## src/rtl/cluster_dma_completion_router.sv

```systemverilog
// Per-stream issuer-tracking FIFOs, next/done ID counters and per-initiator completion routing.
// Define CLUSTER_DMA_BROADCAST_EVT_EN to pulse every event/IRQ bit on each retire (legacy behaviour).
module cluster_dma_completion_router #(
    parameter int unsigned NumInitiators = 9,
    parameter int unsigned NumStreams    = 1,
    parameter int unsigned TrackDepth    = 8,
    parameter int unsigned IdWidth       = 28,
    localparam int unsigned IdxW = (NumInitiators > 1) ? $clog2(NumInitiators) : 1,
    localparam int unsigned CntW = $clog2(TrackDepth + 1)
) (
    input  logic                               clk_i,
    input  logic                               rst_ni,
    input  logic [NumStreams-1:0]              issue_i,
    input  logic [NumStreams-1:0][IdxW-1:0]    issuer_idx_i,
    input  logic [NumStreams-1:0]              retire_i,
    output logic [NumStreams-1:0]              stall_o,
    output logic [NumStreams-1:0][IdWidth-1:0] next_id_o,
    output logic [NumStreams-1:0][IdWidth-1:0] done_id_o,
    output logic [NumStreams-1:0][CntW-1:0]    outstanding_o,
    output logic [NumInitiators-1:0]           event_o,
    output logic [NumInitiators-1:0]           irq_o,
    output logic                               busy_o,
    output logic                               error_o
);
    localparam int unsigned PtrW = $clog2(TrackDepth);

    logic [NumStreams-1:0]           push, pop, proto_err, nonempty;
    logic [NumStreams-1:0][IdxW-1:0] head;
    logic [NumInitiators-1:0]        evt_d, evt_q;
    logic                            error_d, error_q;

    for (genvar s = 0; s < NumStreams; s++) begin : g_stream
        logic [IdxW-1:0]    mem_q [TrackDepth];
        logic [PtrW-1:0]    wr_q, wr_d, rd_q, rd_d;
        logic [CntW-1:0]    cnt_q, cnt_d;
        logic [IdWidth-1:0] next_q, next_d, done_q, done_d;
        logic               full, empty, bad_idx;

        // Full/empty come from registered state only, so a same-cycle pop never frees a slot
        // and a same-cycle push never bypasses into a pop.
        assign full    = (cnt_q == CntW'(TrackDepth));
        assign empty   = (cnt_q == '0);
        assign bad_idx = (32'(issuer_idx_i[s]) >= NumInitiators);

        assign push[s]      = issue_i[s] & ~full;
        assign pop[s]       = retire_i[s] & ~empty;
        assign proto_err[s] = (issue_i[s] & (full | bad_idx)) | (retire_i[s] & empty);
        assign head[s]      = mem_q[rd_q];
        assign nonempty[s]  = ~empty;

        always_comb begin
            wr_d   = push[s] ? wr_q + PtrW'(1) : wr_q;
            rd_d   = pop[s] ? rd_q + PtrW'(1) : rd_q;
            next_d = push[s] ? next_q + IdWidth'(1) : next_q;
            done_d = pop[s] ? done_q + IdWidth'(1) : done_q;
            cnt_d  = cnt_q;
            if (push[s] && !pop[s]) begin
                cnt_d = cnt_q + CntW'(1);
            end else if (!push[s] && pop[s]) begin
                cnt_d = cnt_q - CntW'(1);
            end
        end

        always_ff @(posedge clk_i or negedge rst_ni) begin
            if (!rst_ni) begin
                wr_q   <= '0;
                rd_q   <= '0;
                cnt_q  <= '0;
                next_q <= '0;
                done_q <= '0;
            end else begin
                wr_q   <= wr_d;
                rd_q   <= rd_d;
                cnt_q  <= cnt_d;
                next_q <= next_d;
                done_q <= done_d;
            end
        end

        // Issuer storage is plain data: only written on an accepted push, never reset.
        always_ff @(posedge clk_i) begin
            if (push[s]) begin
                mem_q[wr_q] <= issuer_idx_i[s];
            end
        end

        assign stall_o[s]       = full;
        assign next_id_o[s]     = next_q;
        assign done_id_o[s]     = done_q;
        assign outstanding_o[s] = cnt_q;
    end

    always_comb begin
        evt_d = '0;
        for (int unsigned s = 0; s < NumStreams; s++) begin
            if (pop[s]) begin
`ifdef CLUSTER_DMA_BROADCAST_EVT_EN
                evt_d = '1;
`else
                for (int unsigned k = 0; k < NumInitiators; k++) begin
                    if (head[s] == IdxW'(k)) begin
                        evt_d[k] = 1'b1;
                    end
                end
`endif
            end
        end
    end

    assign error_d = error_q | (|proto_err);

    always_ff @(posedge clk_i or negedge rst_ni) begin
        if (!rst_ni) begin
            evt_q   <= '0;
            error_q <= 1'b0;
        end else begin
            evt_q   <= evt_d;
            error_q <= error_d;
        end
    end

    assign event_o = evt_q;
    assign irq_o   = evt_q;
    assign busy_o  = |nonempty;
    assign error_o = error_q;

endmodule

```

## config.mk

```make
export PLATFORM = sky130hd
export DESIGN_NAME = cluster_dma_completion_router
export DESIGN_NICKNAME = d
export VERILOG_FILES = /design/src/rtl/cluster_dma_completion_router.sv
export SDC_FILE = /design/constraint.sdc
export NUM_CORES = 1
export LEC_CHECK = 0
export CAP_MARGIN = 20
export CORE_MARGIN = 10
export CORE_UTILIZATION = 42
export CTS_CLUSTER_SIZE = 25
export DETAILED_ROUTE_END_ITERATION = 6
export PLACE_DENSITY = 0.66
export SETUP_SLACK_MARGIN = 0.3
export SLEW_MARGIN = 10
export SYNTH_ARGS = -nofsm -noshare
export SYNTH_HDL_FRONTEND = slang
export SYNTH_SLANG_ARGS = --single-unit
```

## constraint.sdc

```tcl
create_clock -name clk_i -period 4.17 [get_ports clk_i]
set_input_delay 0.417 -clock clk_i [delete_from_list [all_inputs] [get_ports clk_i]]
set_output_delay 0.417 -clock clk_i [all_outputs]
set_load 0.01 [all_outputs]
```

==> key figures, run 1 <==
Timing
  • Final Max Tran Viols: 0
  • Final Setup Violations: 0
  • Fin Setup TNS: 0 ns
  • Number of hold violations in the final report: 0
  • RSZ-0062 raised after global routing: false
  • Fmax: 0.3285 GHz
  • Clk_skew: 0.01117 ns
  • Final cycle utilization of the critical path: 0.7300
  • Slew @ Worst Pin: 0.9599 ns
  • Relative slew slack: 0.3600
  • Final min period: 3.044 ns
  • Final setup margin: 1.126 ns

Pwr
  • Leakage: 0.002454 uW
  • Power Density: 540.5 mW/mm^2
  • Cell-internal power: 2181 uW
  • Total net switching power: 1061 uW
  • Combinational power share: 0.286
  • Register share of total power: 0.463
  • Part of the power in the clock network: 0.251
  • Worst vdd ir: 0.0003492 V
  • Switching share of power: 0.3272

Floorplan
  • Die ar.: 0.01609 sq mm
  • I/O pin total: 89
  • Die Height: 126.8 um
  • Starting Density: 0.4364
  • Core area: 0.01098 sq mm
  • Die Wd: 126.8 um
  • Row count: 38

Synth
  • Top_reg_cell synth: dfrtp_1
  • Ys Warns: 0
  • Cells after synthesis: 379
  • Cell with the most instances after synthesis: dfrtp_1
  • Synth area leader: dfrtp_1
  • Post-synthesis sequential area ratio: 0.5972
  • Yosys top cell area share: 0.3968
  • Synth area leaders: dfrtp_1 40%, edfxtp_1 20%, xnor2_1 7.5%
  • Synth Net Count: 395
  • Syn avg cell area: 12.65 sq um
  • Number of synthesized flops with an enable pin: 32
  • #FFs+latches synth: 108
  • Post-synth ARST share: 0.7037
  • Commonest cells in the netlist: 76 x dfrtp_1, 41 x xnor2_1, 37 x nand2_1, 32 x edfxtp_1
  • Post-synth cell types: 44
  • Synthesized area: 0.004793 sq mm

Placed design
  • IO buf count: 88
  • Detailed placement HPWL: 7227 um
  • Post-placement setup slack: 1.162 ns
  • GP Congestion: 0.7817

Global routing
  • Initial antenna violation count: 0
  • Global Route met3 Usage: 0.04581
  • GRT Resource Usage Total: 0.1266
  • Vias in the first global route: 3189
  • GRT overflow: 0
  • GR Util met1: 0.1590
  • First-pass GRT wire length: 16780 um
  • Gr busiest metal: met2
  • Met2 usage in global routing: 0.1941
  • Largest net degree at the start of global routing: 77

CTS
  • CTS Buf Count: 9
  • Post CTS Setup Buffer Count: 0
  • Sink Count: 108
  • CTS Hold Buffers Added: 0
  • Worst-Skew Late Latency: 0.34 ns
  • Post-CTS Resized: 0
  • CTS tree: built
  • CTS max path bufs: 2
  • CTS clk-pin slew, worst paths: 0.08 ns
  • H-tree level count: 3
  • Root buf cell: clkbuf_16

Cells and area
  • Layout cell share with drive strength beyond 1: 0.07759
  • ANT cells: 0
  • Layout Nets: 475
  • Fillers: 942
  • P&R area growth vs syn: 25.11%

Setup path
  • Path type of the worst setup path: reg2reg
  • Cell chain of the critical path: or4b_1, nand2_2, inv_1, ha_1, inv_1, ha_1, a21o_2, a21oi_1, mux2i_1, xnor2_1
  • Worst-path fanout max: 9
  • Crit path DAT: 3.31 ns
  • Worst path slowest cell: or4b_1
  • WP data required: 4.44 ns
  • Kind of end point of the critical path: register
  • Crit path largest cell delay: 0.72 ns
  • Startpoint types: register

Detailed routing
  • Vias: 3066
  • Post-route DRC: 0
  • Final WL: 9923 um
  • Wire per inst: 16.43 um
  • Antenna viol nets, final: 0
  • DR pass1 iterations: 4
  • DRT iter0 DRCs: 221
  • Vias per std cell: 5.076

Status
  • Outcome: complete, no violations

Run
  • Number of max-cap violations: 0

Min path
  • HP Class: in2async
## cells by family (layout without fill, tap and decap cells)
family | Yosys count | count (layout) | synth area share
AND/OR/NAND/NOR | 144 | 144 | 0.1652
flip-flops | 108 | 108 | 0.5972
XOR/XNOR | 61 | 61 | 0.1115
buffers and inverters | 31 | 116 | 0.03733
multiplexers | 14 | 14 | 0.04568
AO/OA/AOI/OAI | 13 | 13 | 0.02062
adder cells (fa/ha/maj) | 8 | 8 | 0.02245
## through the flow
stage / hold slack [ns] / total power (uW) / cell area (sq um) / cells / utilization
finish: 0.2058 / 3242 / 5997 / 604 / 0.5460
global route: 0.3012 / 3445 / 5997 / 604 / 0.5460
CTS: 0.2561 / 3279 / 5997 / 604 / 0.5460
detailed placement: 0.4573 / 2462 / 5715 / 588 / 0.5204
global placement: 0.4580 / 2432 / 5715 / 588 / 0.5204
floorplan: 0.1214 / 2070 / 4793 / 379 / -
## power groups by stage
| stage | Clock (uW) | Combinational (uW) | Sequential (uW) |
|---|---|---|---|
| 6_report | 812 | 927 | 1500 |
| 3_3_place_gp | 0 | 921 | 1510 |
| 2_1_floorplan | 0 | 595 | 1480 |
| 3_5_place_dp | 0 | 937 | 1520 |
| 4_1_cts | 834 | 942 | 1500 |
| 5_1_grt | 881 | 1030 | 1540 |
## critical path, delay by kind of cell, from the launching register on
family | cells | cell delay (ns)
AOI/OAI and AO/OA | 2 | 0.38
xor gates and xnor gates | 1 | 0.14
adders and majority gates | 2 | 0.50
buffers and inverters | 2 | 0.29
DFF | 1 | 0.46
muxes | 1 | 0.24
and+or+nand+nor | 2 | 0.97
## flip-flops by register name, indices dropped and copies added, names as in the netlist
name	flops
done_id_o	28
error_o	1
event_o	9
g_stream.mem_q	32
g_stream.rd_q	3
g_stream.wr_q	3
next_id_o	28
outstanding_o	4
## layer usage
layer | share of wire | routed length [um] | vias to the layer above
met5 | 0 | 0 | -
met4 | 0.011 | 110 | 0
met3 | 0.075 | 740 | 7
met2 | 0.47 | 4660 | 82
met1 | 0.44 | 4411 | 1485
li1 | - | - | 1492
## area by class of cell
type | count | area (sq um) | area share
Clock inverter | 7 | 56.30 | 0.009389
Clock buffer | 9 | 225.2 | 0.03755
Inverter | 12 | 47.55 | 0.007928
Multi-Input combinational cell | 240 | 1752 | 0.2921
Sequential cell | 108 | 2863 | 0.4774
Timing Repair Buffer | 88 | 878.3 | 0.1465
Tap cell | 140 | 175.2 | 0.02921
## final timing paths
kind | startpoint | endpoint | slack [ns] | depth (start not counted)
setup / recovery | outstanding_o[1] | outstanding_o[3] | 1.13 | 10
hold / removal | rst_ni | done_id_o[21] | 0.21 | 1
setup reg to reg | outstanding_o[1] | outstanding_o[3] | 1.13 | 10
hold reg to reg | done_id_o[27] | done_id_o[27] | 0.47 | 1
max in group asynchronous | rst_ni | g_stream[0].wr_q[0] | 3.33 | 1
min in group clk_i | done_id_o[27] | done_id_o[27] | 0.47 | 1
## cell usage in the layout (no fill, tap or decap), types with 3 or more instances in the layout
cell type | netlist | final
nor3_1 | 17 | 17
dfrtp_1 | 76 | 76
clkbuf_16 | 0 | 9
ha_1 | 7 | 7
edfxtp_1 | 32 | 32
and4_1 | 10 | 10
inv_6 | 0 | 3
nand4_1 | 15 | 15
mux2i_1 | 5 | 5
mux2_2 | 3 | 3
nand2_1 | 37 | 37
nor3b_1 | 3 | 3
a211o_1 | 3 | 3
and3_1 | 7 | 7
xor2_1 | 20 | 20
nor4_1 | 3 | 3
inv_1 | 10 | 10
a31oi_1 | 3 | 3
nand3_1 | 17 | 17
nor2_1 | 20 | 20
clkdlybuf4s50_1 | 0 | 87
mux4_2 | 6 | 6
xnor2_1 | 41 | 41
No activity file was read; power rests on OpenSTA's default activity.
==> inputs of run 2 (changes only) <==
--- a/config.mk
+++ b/config.mk
@@ -10,7 +10,7 @@
 export CORE_UTILIZATION = 42
 export CTS_CLUSTER_SIZE = 25
 export DETAILED_ROUTE_END_ITERATION = 6
-export PLACE_DENSITY = 0.66
+export PLACE_DENSITY = 0.69
 export SETUP_SLACK_MARGIN = 0.3
 export SLEW_MARGIN = 10
 export SYNTH_ARGS = -nofsm -noshare
==> constraint.sdc (replaced) <==
create_clock -name clk_i -period 2.54 [get_ports clk_i]
set_input_delay 0.254 -clock clk_i [delete_from_list [all_inputs] [get_ports clk_i]]
set_output_delay 0.254 -clock clk_i [all_outputs]
set_load 0.01 [all_outputs]
==> run 2 against run 1 <==
Net effect:
- core utilization rose by 2.3 points
- clock skew fell by 0.0029 ns
- flip-flop and latch count did not move
- critical path depth did not move
- global-route usage barely moved
- hold slack improved by 0.26 ns
- combinational power rose by 88%
- cell area rose by 4.1%
- wire length rose by 1.8%
- clock-buffer cell count did not move
- register-to-register slack got worse by 0.89 ns
- first-iteration DRC count fell by 5.0%
- critical path type unchanged
==> key figures, run 2 (same netlist as run 1, synthesis figures left out) <==
Timing
  • Fin Setup TNS: 0 ns (unchanged)
  • Fin Hold WS: 0.4669 ns (+0.2610 ns)
  • Slew @ Worst Pin: 0.6640 ns (-0.2959 ns)
  • Fmax: 0.4335 GHz (+32%)
  • Final Max Tran Viols: 0 (unchanged)
  • Clk_skew: 0.008256 ns (-0.002910 ns)
  • Final min period: 2.307 ns (-0.7376 ns)
  • Number of hold violations in the final report: 0 (unchanged)
  • Final setup margin: 0.2334 ns (-0.8924 ns)
  • RSZ-0062 raised after global routing: true
  • Final cycle utilization of the critical path: 0.9081 (+0.1781)
  • Final Setup Violations: 0 (unchanged)
  • Relative slew slack: 0.5539 (+0.1939)

Detailed routing
  • DR pass1 iterations: 4 (unchanged)
  • Vias per std cell: 5.061 (-0.30%)
  • Final WL: 10110 um (+1.8%)
  • Vias: 3153 (+2.8%)
  • Antenna viol nets, final: 0 (unchanged)
  • Post-route DRC: 0 (unchanged)
  • Wire per inst: 16.22 um (-1.3%)
  • DRT iter0 DRCs: 210 (-5.0%)

Pwr
  • Switching share of power: 0.3123 (-0.01492)
  • Power after layout: 5653 uW (+74%)
  • Worst vdd ir: 0.0006216 V (+78%)
  • Cell-internal power: 3888 uW (+78%)
  • Power Density: 905.3 mW/mm^2 (+67%)
  • Combinational power share: 0.307 (+0.021)
  • Register share of total power: 0.428 (-0.035)
  • Total net switching power: 1765 uW (+66%)
  • Part of the power in the clock network: 0.265 (+0.014)
  • Leakage: 0.002568 uW (+4.6%)

Global routing
  • Initial antenna violation count: 0 (unchanged)
  • Vias in the first global route: 3299 (+3.4%)
  • GRT Resource Usage Total: 0.1265 (about the same)
  • First-pass GRT wire length: 16940 um (+0.95%)
  • Largest net degree at the start of global routing: 52 (-32%)
  • GRT overflow: 0 (unchanged)

Setup path
  • Path type of the worst setup path: reg2reg
  • Worst-path fanout max: 6 (-3)
  • WP data required: 2.80 ns (-1.64 ns)
  • Crit path DAT: 2.56 ns (-0.75 ns)
  • Kind of end point of the critical path: register
  • Startpoint types: register
  • Reg2Reg Depth: 10 (unchanged)
  • R2r setup slk: 0.23 ns (-0.89 ns)

Floorplan
  • Die Wd: 126.8 um (unchanged)
  • Die Height: 126.8 um (unchanged)
  • Starting Density: 0.4364 (unchanged)
  • I/O pin total: 89 (unchanged)
  • Die ar.: 0.01609 sq mm (unchanged)
  • Core area: 0.01098 sq mm (unchanged)
  • Row count: 38 (unchanged)

Cells and area
  • Sequential cell area: 0.002867 sq mm (+0.13%)
  • Biggest register: g_stream.mem_q
  • Final Instance Count excl. Fillers: 623 (+3.1%)
  • ANT cells: 0 (unchanged)
  • Layout cell share with drive strength beyond 1: 0.1304 (+0.05285)
  • P&R area growth vs syn: 30.28%
  • Most frequent cells in the layout: 85 x clkdlybuf4s50_1, 73 x dfrtp_1, 41 x xnor2_1
  • Layout Nets: 494 (+4.0%)
  • Most common cell after layout, fill and taps aside: clkdlybuf4s50_1
  • Multi-input logic area: 0.001798 sq mm (+2.6%)
  • Max reg flops: 32 (unchanged)
  • Fillers: 925 (-1.8%)

Min path
  • Hold Path Stages: 1
  • HP Class: reg2reg

CTS
  • H-tree level count: 3 (unchanged)
  • CTS tree: built
  • CTS Buf Count: 9 (unchanged)
  • CTS clk-pin slew, worst paths: 0.07 ns (about the same)
  • CTS max path bufs: 2 (unchanged)
  • Worst-Skew Late Latency: 0.34 ns (about the same)
  • Root buf cell: clkbuf_16
  • Sink Count: 108 (unchanged)

Placed design
  • Dpl cells: 603 (+2.6%)
  • Detailed placement HPWL: 7434 um (+2.9%)
  • Post-placement setup slack: 0.1206 ns (-1.041 ns)
  • GP Congestion: 0.7983 (+2.1%)
  • IO buf count: 88 (unchanged)

Status
  • Outcome: complete, no violations

Run
  • Number of max-cap violations: 0 (unchanged)
[run 2: critical path: stages (launching register included)]
cell	delay, ns
dfrtp_2	0.41
or4b_4	0.58
nand2_8	0.09
inv_6	0.05
ha_4	0.16
inv_4	0.08
ha_4	0.19
a21o_2	0.19
a21oi_2	0.13
mux2i_1	0.22
xnor2_1	0.14
[run 2: power groups by stage]
| stage | Combinational [uW] | Sequential, uW | Clock, uW |
|---|---|---|---|
| 2_1_floorplan | 1020 | 2430 | 0 |
| 3_3_place_gp | 1700 | 2430 | 0 |
| 3_5_place_dp | 1740 | 2450 | 0 |
| 4_1_cts | 1760 | 2430 | 1530 |
| 5_1_grt | 1930 | 2470 | 1600 |
| 6_report | 1740 | 2420 | 1500 |
[run 2: through the flow]
stage / utilization / instance area, sq um
floorplan: - / 4846
global placement: 0.5354 / 5881
detailed placement: 0.5354 / 5881
CTS: 0.5670 / 6227
global route: 0.5686 / 6245
finish: 0.5686 / 6245
[run 2: final cells by class]
| class | count | share of cell area |
|---|---|---|
| Sequential cell | 108 | 0.4590 |
| Clock inverter | 7 | 0.01603 |
| Multi-Input combinational cell | 240 | 0.2879 |
| Tap cell | 140 | 0.02805 |
| Inverter | 12 | 0.008816 |
| Timing Repair Buffer | 107 | 0.1641 |
| Clock buffer | 9 | 0.03606 |
[run 2: what timing repair did]
| action | in CTS | in global routing |
|---|---|---|
| pin swaps | 3 | 3 |
| cloned | 0 | 0 |
| hold buffers | 1 | 0 |
| setup buffers | 1 | 2 |
| endpoints found under the setup margin | 3 | 2 |
| endpoints found under the hold margin | 49 | 0 |
| resized for setup | 3 | 1 |
[run 2: final timing paths]
| kind | from | endpoint |
|---|---|---|
| worst max register to register | outstanding_o[0] | outstanding_o[3] |
| max in group asynchronous | rst_ni | event_o[2] |
| worst min register to register | next_id_o[27] | next_id_o[27] |
| worst max-delay path | outstanding_o[0] | outstanding_o[3] |
| worst min-delay path | next_id_o[27] | next_id_o[27] |
| min in group asynchronous | rst_ni | done_id_o[18] |
[run 2: metal layers]
layer | vias up | part of all wire | global-route usage
met4 | 0 | 0.0081 | 0.03416
met5 | - | 0 | 0
met2 | 77 | 0.48 | 0.2078
li1 | 1526 | - | -
met3 | 4 | 0.068 | 0.04332
met1 | 1546 | 0.44 | 0.1551
